### config.mk
export PLATFORM = sky130hd
export DESIGN_NAME = volume_envelope
export DESIGN_NICKNAME = d
export VERILOG_FILES = /design/src/rtl/volume_envelope.sv
export SDC_FILE = /design/constraint.sdc
export NUM_CORES = 1
export LEC_CHECK = 0
export CAP_MARGIN = 20
export CORE_UTILIZATION = 35
export DETAILED_ROUTE_END_ITERATION = 10
export PLACE_DENSITY = 0.62
export SYNTH_ARGS = -nofsm -noshare
export SYNTH_HDL_FRONTEND = slang
export SYNTH_SLANG_ARGS = --single-unit
### constraint.sdc
create_clock -name I_CLK -period 1.8 [get_ports I_CLK]
set_input_delay 0.54 -clock I_CLK [delete_from_list [all_inputs] [get_ports I_CLK]]
set_output_delay 0.54 -clock I_CLK [all_outputs]
set_load 0.05 [all_outputs]
### src/rtl/volume_envelope.sv
`default_nettype none
// +----------------------------------------------------------------------------+
// | Module   : volume_envelope                                                 |
// | Purpose  : Square-channel volume envelope. A free-running prescaler makes  |
// |            a 64 Hz tick; on each tick an active envelope counts down its   |
// |            step period and moves the volume one step toward 0 or 15.       |
// |            The registered amplitude gates the volume with the waveform,    |
// |            the length enable and the DAC power condition.                  |
// | Revision : 1.0 - initial release                                           |
// +----------------------------------------------------------------------------+
module volume_envelope #(
  parameter int CLOCKS64 = 515625
) (
  input  logic       I_CLK,
  input  logic       I_RESET,
  input  logic       I_TRIGGER,
  input  logic [3:0] I_INIT_VOLUME,
  input  logic       I_ENV_INCREASE,
  input  logic [2:0] I_ENV_PERIOD,
  input  logic       I_WAVE,
  input  logic       I_WAVE_EN,
  output logic [3:0] O_AMPLITUDE,
  output logic [3:0] O_VOLUME,
  output logic       O_DAC_ON,
  output logic       O_ENV_ACTIVE
);

  localparam int                 c_PRE_W    = (CLOCKS64 > 1) ? $clog2(CLOCKS64) : 1;
  localparam logic [c_PRE_W-1:0] c_PRE_LAST = c_PRE_W'(CLOCKS64 - 1);
  localparam logic [3:0]         c_VOL_MAX  = 4'd15;
  localparam logic [3:0]         c_VOL_MIN  = 4'd0;

  typedef enum logic [0:0] {
    ST_DONE   = 1'b0,
    ST_ACTIVE = 1'b1
  } env_state_t;

  logic [c_PRE_W-1:0] r_prescale;
  logic               w_tick;

  env_state_t         r_state,    w_state_nxt;
  logic [3:0]         r_volume,   w_volume_nxt;
  logic [2:0]         r_step,     w_step_nxt;
  logic [2:0]         r_period,   w_period_nxt;
  logic               r_increase, w_increase_nxt;

  logic               w_dac_on;
  logic               r_dac_on;
  logic [3:0]         r_amplitude;

  // The tick fires during the last prescaler count, i.e. on the wrapping edge.
  assign w_tick = (r_prescale == c_PRE_LAST);

  // The DAC is powered from the live register bits, not a trigger-time copy.
  assign w_dac_on = (I_INIT_VOLUME != 4'd0) || I_ENV_INCREASE;

  // Free-running 64 Hz prescaler; a trigger never restarts it.
  always_ff @(posedge I_CLK) begin
    if (I_RESET) begin
      r_prescale <= '0;
    end else if (w_tick) begin
      r_prescale <= '0;
    end else begin
      r_prescale <= r_prescale + c_PRE_W'(1);
    end
  end

  // Envelope state register: state, volume, step counter and latched settings.
  always_ff @(posedge I_CLK) begin
    if (I_RESET) begin
      r_state    <= ST_DONE;
      r_volume   <= 4'd0;
      r_step     <= 3'd0;
      r_period   <= 3'd0;
      r_increase <= 1'b0;
    end else begin
      r_state    <= w_state_nxt;
      r_volume   <= w_volume_nxt;
      r_step     <= w_step_nxt;
      r_period   <= w_period_nxt;
      r_increase <= w_increase_nxt;
    end
  end

  // Next-state logic: a trigger reloads everything and wins over a coincident tick.
  always_comb begin
    w_state_nxt    = r_state;
    w_volume_nxt   = r_volume;
    w_step_nxt     = r_step;
    w_period_nxt   = r_period;
    w_increase_nxt = r_increase;

    if (I_TRIGGER) begin
      w_period_nxt   = I_ENV_PERIOD;
      w_increase_nxt = I_ENV_INCREASE;
      w_volume_nxt   = I_INIT_VOLUME;
      w_step_nxt     = I_ENV_PERIOD;
      w_state_nxt    = (I_ENV_PERIOD != 3'd0) ? ST_ACTIVE : ST_DONE;
    end else if (w_tick && (r_state == ST_ACTIVE)) begin
      if (r_step > 3'd1) begin
        w_step_nxt = r_step - 3'd1;
      end else begin
        // Period elapsed: reload and step, or stop once the rail is reached.
        w_step_nxt = r_period;
        if (r_increase) begin
          if (r_volume != c_VOL_MAX) begin
            w_volume_nxt = r_volume + 4'd1;
          end else begin
            w_state_nxt = ST_DONE;
          end
        end else begin
          if (r_volume != c_VOL_MIN) begin
            w_volume_nxt = r_volume - 4'd1;
          end else begin
            w_state_nxt = ST_DONE;
          end
        end
      end
    end
  end

  // Registered mixer sample and DAC power flag.
  always_ff @(posedge I_CLK) begin
    if (I_RESET) begin
      r_dac_on    <= 1'b0;
      r_amplitude <= 4'd0;
    end else begin
      r_dac_on    <= w_dac_on;
      r_amplitude <= (I_WAVE_EN && I_WAVE && w_dac_on) ? r_volume : 4'd0;
    end
  end

  assign O_AMPLITUDE  = r_amplitude;
  assign O_VOLUME     = r_volume;
  assign O_DAC_ON     = r_dac_on;
  assign O_ENV_ACTIVE = (r_state == ST_ACTIVE);

endmodule
`default_nettype wire

## Yosys cells after proc, flatten, opt, wreduce, memory -nomap -nowiden

Cells that the tools add are included.

| word-level totals | value |
|---|---|
| bits of input ports | 13 |
| flip-flop bits (word level) | 36 |

| cells by class | value |
|---|---|
| eq/ne operators | 6 |
| $add $sub $neg | 4 |
| magnitude comparators | 1 |
| reductions and logical operators | 13 |
| multiplexer cells | 16 |
| bitwise logic cells | 1 |

Operator list:

| operator | count |
|---|---|
| 4-bit 2-to-1 mux | 6 |
| 19-bit by 1-bit adder with 19-bit output (second input constant) | 1 |
| 19-bit equality test (second input constant) | 1 |
| 3-bit 2-to-1 mux | 3 |
| 4-bit AND reduction | 2 |
| 4-bit nonzero test | 2 |
| 1-bit 2-to-1 mux | 7 |
| 3-bit inequality test (second input constant) | 2 |
| 3-bit nonzero test | 2 |
| 4-bit by 1-bit adder with 4-bit output (second input constant) | 1 |
| 4-bit inequality test (second input constant) | 1 |
| 2-bit OR reduction | 2 |
| 4-bit by 1-bit subtractor with 4-bit output (second input constant) | 1 |
| 3-bit by 1-bit greater-than comparator with 1-bit output (second input constant) | 1 |
| 1-bit logical AND | 3 |
| 3-bit by 2-bit inequality test with 1-bit output (second input constant) | 1 |
| 3-bit by 1-bit subtractor with 3-bit output (second input constant) | 1 |
| 2-bit inequality test (second input constant) | 1 |
| 2-bit nonzero test | 1 |
| 1-bit logical OR | 1 |
| 1-bit NOT | 1 |

## Logic depth before layout (Yosys ltp)

| logic depth | value |
|---|---|
| depth after elaboration | 6 |
| mapped depth | 7 |
| gate-level depth less buffers | 7 |

## Least setup slack after synthesis

No wires, ideal clock.

| timing path | value |
|---|---|
| path type | flip-flop to flip-flop |
| from | register r_volume[1] (netlist: O_VOLUME[1]) |
| to | register r_volume[3] (netlist: O_VOLUME[3]) |
| stages on the path, launching flop included | 7 |
| data arrival time | 1.970 ns |
| clock period less this slack | 2.053 ns |
| slack | -0.253 ns |
| cells stage by stage | dfxtp_1 -> ha_1 -> a21o_1 -> a21oi_1 -> xnor2_1 -> or4_1 -> o221ai_1 |

| between the ends | value |
|---|---|
| word-level cells in the longest chain between the ends | 6 |

Ends and longest elaborated chain:

| item | RTL line | RTL |
|---|---|---|
| start, declared | 42 | `logic [3:0] r_volume, w_volume_nxt;` |
| start signal, assigned | 78 | `r_volume <= w_volume_nxt;` |
| 4-bit by 1-bit subtractor with 4-bit output or 4-bit by 1-bit adder with 4-bit output (tied branches) | 113, 107 |  |
| 4-bit 2-to-1 mux (on tied branches) | 112, 106 |  |
| 4-bit 2-to-1 mux | 105 | `if (r_increase) begin` |
| 4-bit 2-to-1 mux | 100 | `if (r_step > 3'd1) begin` |
| 4-bit 2-to-1 mux | 99 | `end else if (w_tick && (r_state == ST_ACTIVE)) begin` |
| 4-bit 2-to-1 mux | 93 | `if (I_TRIGGER) begin` |

Several ways; a longest one is shown, not always the timed one. The select of a mux whose other input is x is not followed.
A chain may end at the register's enable or synchronous reset.

## Worst setup path after layout

| timing path | value |
|---|---|
| from | register r_step[1] |
| to | register r_volume[3] (netlist: O_VOLUME[3]) |

| between the ends | value |
|---|---|
| word-level cells in the longest chain between the ends | 3 |

Ends and longest elaborated chain:

| item | RTL line | RTL |
|---|---|---|
| start, declared | 43 | `logic [2:0] r_step, w_step_nxt;` |
| start signal, assigned | 79 | `r_step <= w_step_nxt;` |
| 3-bit by 1-bit greater-than comparator with 1-bit output | 100 |  |
| 2-bit inequality test (no line) | n/a |  |
| 4-bit AND reduction (no line) | n/a |  |

Every way passes these cells.

==> summary.txt <==
Outcome
  – Outcome: finished, final reports clean

Clock network
  – Worst-Skew Late Latency: 290 ps
  – CTS Sinks: 36
  – Clk root buf: clkbuf_8
  – CTS Hold Bufs: 0
  – CTS clk-pin slew, worst paths: 80 ps
  – CTS tree: built
  – Htree depth: 2
  – CTS buffer count: 5
  – Maximum clock insertion buffer count: 2

Synthesis
  – Biggest area consumer among synthesized cells: dfxtp_1
  – Top cells by area, synth: dfxtp_1 (40%), nor2_1 (7.1%), xor2_1 (4.9%)
  – Synthesized area per cell: 9.08 um2
  – Number of enable flip-flop cells after synthesis: 0
  – #FFs+latches synth: 36
  – Mapped Area: 1800 um2
  – Mapped Cells: 198
  – Synth Flop Type: dfxtp_1
  – Synth async-reset ratio: 0%
  – Ys Warns: 0
  – Distinct cells, synth: 46
  – Area share of the largest cell type after synthesis: 40.1%
  – Post-Syn Nets: 218
  – Share of the yosys chip area belonging to registers: 40.1%

Pwr
  – Power per cell area: 759 nW/um2
  – Peak VDD IR: 464 uV
  – Leakage: 0.973 nW

Critical path
  – Crit-path max FO: 3
  – Critical Path Start Type: flop
  – Setup crit end kind: flop
  – Arrival time worst endpoint: 1950 ps
  – CP Cell Sequence: inv_2, ha_4, o21ba_4, or2_4, or4_1, nand3_1, o221ai_1
  – Worst R2R Setup Slack: 20 ps
  – CP max stage cell: or4_1
  – CP max stage delay: 510 ps
  – Worst path required time: 1970 ps
  – Critical path class: flop to flop

Cells and area
  – Most common cell after layout, fill and taps aside: nor2_1
  – Core Util, Final: 51.6%
  – Final instance area: 2490 um2
  – Antenna fix cells: 0
  – Share of cells above drive strength 1: 26.9%
  – Final nets: 268
  – Commonest non-fill, non-tap cells in the layout: nor2_1 (34), buf_4 (30), dfxtp_1 (29), nand2_1 (12), clkdlybuf4s50_1 (12)
  – Area delta synth->final: 38.3%
  – Fill count: 461

STA
  – Final Hold Viols: 0
  – Setup violations, final: 0
  – RSZ-0062 raised after global routing: yes
  – Slew margin rel.: 78.7%
  – Fmax: 563 MHz
  – Setup TNS: 0 ps
  – Slew Viols, Final: 0
  – Minimum clock period: 1780 ps
  – Worst-margin pin slew: 317 ps
  – Worst Skew: 8.14 ps
  – Hold slack: 461 ps
  – Crit share post-route: 98.7%

Placement
  – # port buffers: 22
  – GP Congestion: 0.816
  – Area after DPL: 2350 um2
  – Detail Placement HPWL: 2.94 mm

Route
  – DR WL/cell: 12.4 um
  – Vias: 1518
  – Drt initial violations: 53
  – First drt pass iteration count: 4
  – Final wirelength: 3.92 mm
  – Vias per std cell: 4.80
  – Residual DRC: 0
  – Routed Antenna Nets: 0

Global routing
  – Wire length of the first global-routing pass: 6.56 mm
  – Pin count of the biggest net entering global routing: 20
  – Gr usage total: 16.2%
  – Antenna violations before repair: 0
  – Remaining global-route overflow: 0
  – Vias in the first global route: 1452

Run
  – Max-cap viol count: 0

Floorplanning
  – Initial Util: 37.3%
  – Die span in x: 73.7 um
  – Core outline area: 4820 um2
  – I/O Pins: 23
  – Die ar.: 5430 um2
  – Die Ht: 73.7 um
  – Cell Rows: 25

Min path
  – Worst Hold Class: flop to flop
cell type report:
type,instances,area (um2),area share [%]
Multi-Input combinational cell,148,1060,42.7
Sequential cell,36,732,29.4
Timing Repair Buffer,48,465,18.7
Tap cell,67,83.8,3.37
Clock buffer,5,68.8,2.77
Clock inverter,3,42.5,1.71
Inverter,9,33.8,1.36
flip-flops by register name, summed over array words and instances, names as in the netlist:
name	count
O_VOLUME	4
O_DAC_ON	1
r_increase	1
r_period	3
r_step	3
O_AMPLITUDE	4
r_prescale	19
O_ENV_ACTIVE	1
worst paths after layout:
check | start | to | depth (start not counted)
setup reg to reg | r_step[1] | O_VOLUME[3] | 7
hold reg to reg | r_prescale[0] | r_prescale[0] | 1
hold / removal | r_prescale[0] | r_prescale[0] | 1
setup / recovery | r_step[1] | O_VOLUME[3] | 7
metal layers:
metal  wire length (um)  track usage [%]  up-vias
li1                   -                -      791
met1               1920             21.1      700
met2               1820             25.4       21
met3                102             3.29        6
met4                 84             7.91        0
met5                  0                0        -
kinds of logic after synthesis:
kind of cell               after synthesis  share of synthesized area, %
AOI/OAI and AO/OA                       23                          9.32
xor gates and xnor gates                19                          9.26
adders and majority gates                7                          5.29
buffers and inverters                   14                          3.13
DFF                                     36                          40.1
muxes                                    7                          4.87
and+or+nand+nor                         92                          28.0
power breakdown:
group	switching [mW]	internal (mW)	total, mW	leakage [nW]
sequential	0.0267	0.824	0.851	0.296
combinational	0.157	0.164	0.321	0.622
clock	0.306	0.410	0.716	0.0541
total	0.490	1.40	1.89	0.973
cell usage after synthesis (2+ instances only):
library cell and instances:
nand4_1 8, dfxtp_1 36, a21o_1 2, ha_1 6, o21ai_0 3, clkbuf_1 2
nor2_1 34, inv_1 8, and2_1 5, and3_1 3, and4_1 4, nand2_1 12
nand3_1 7, xor2_1 10, mux2i_1 5, a21oi_1 7, nor3_1 5, or3_1 2
or4_1 2, buf_2 3, xnor2_1 9
per-stage QoR:
| stage | instances | power (mW) | worst slack (ps) |
|---|---|---|---|
| floorplan | 198 | 1.04 | -15.3 |
| global placement | 307 | 1.18 | -26.5 |
| detailed placement | 307 | 1.18 | -41.3 |
| CTS | 315 | 1.91 | 18.9 |
| global route | 316 | 1.97 | -78.9 |
| finish | 316 | 1.89 | 24.0 |
worst max-delay path, delay by kind of cell, from the launching register on:
family	cells	cell delay [ps]
simple gates	3	860
flops	1	330
compound gates	2	250
fa+ha+maj	1	130
buf+inv	1	80
repair_timing:
item,in CTS,in global routing
buffers inserted,0,1
gates resized for setup,1,4
setup endpoints to repair,4,9
pin swaps,1,3
Note: power is estimated with default switching activity, not from simulation.
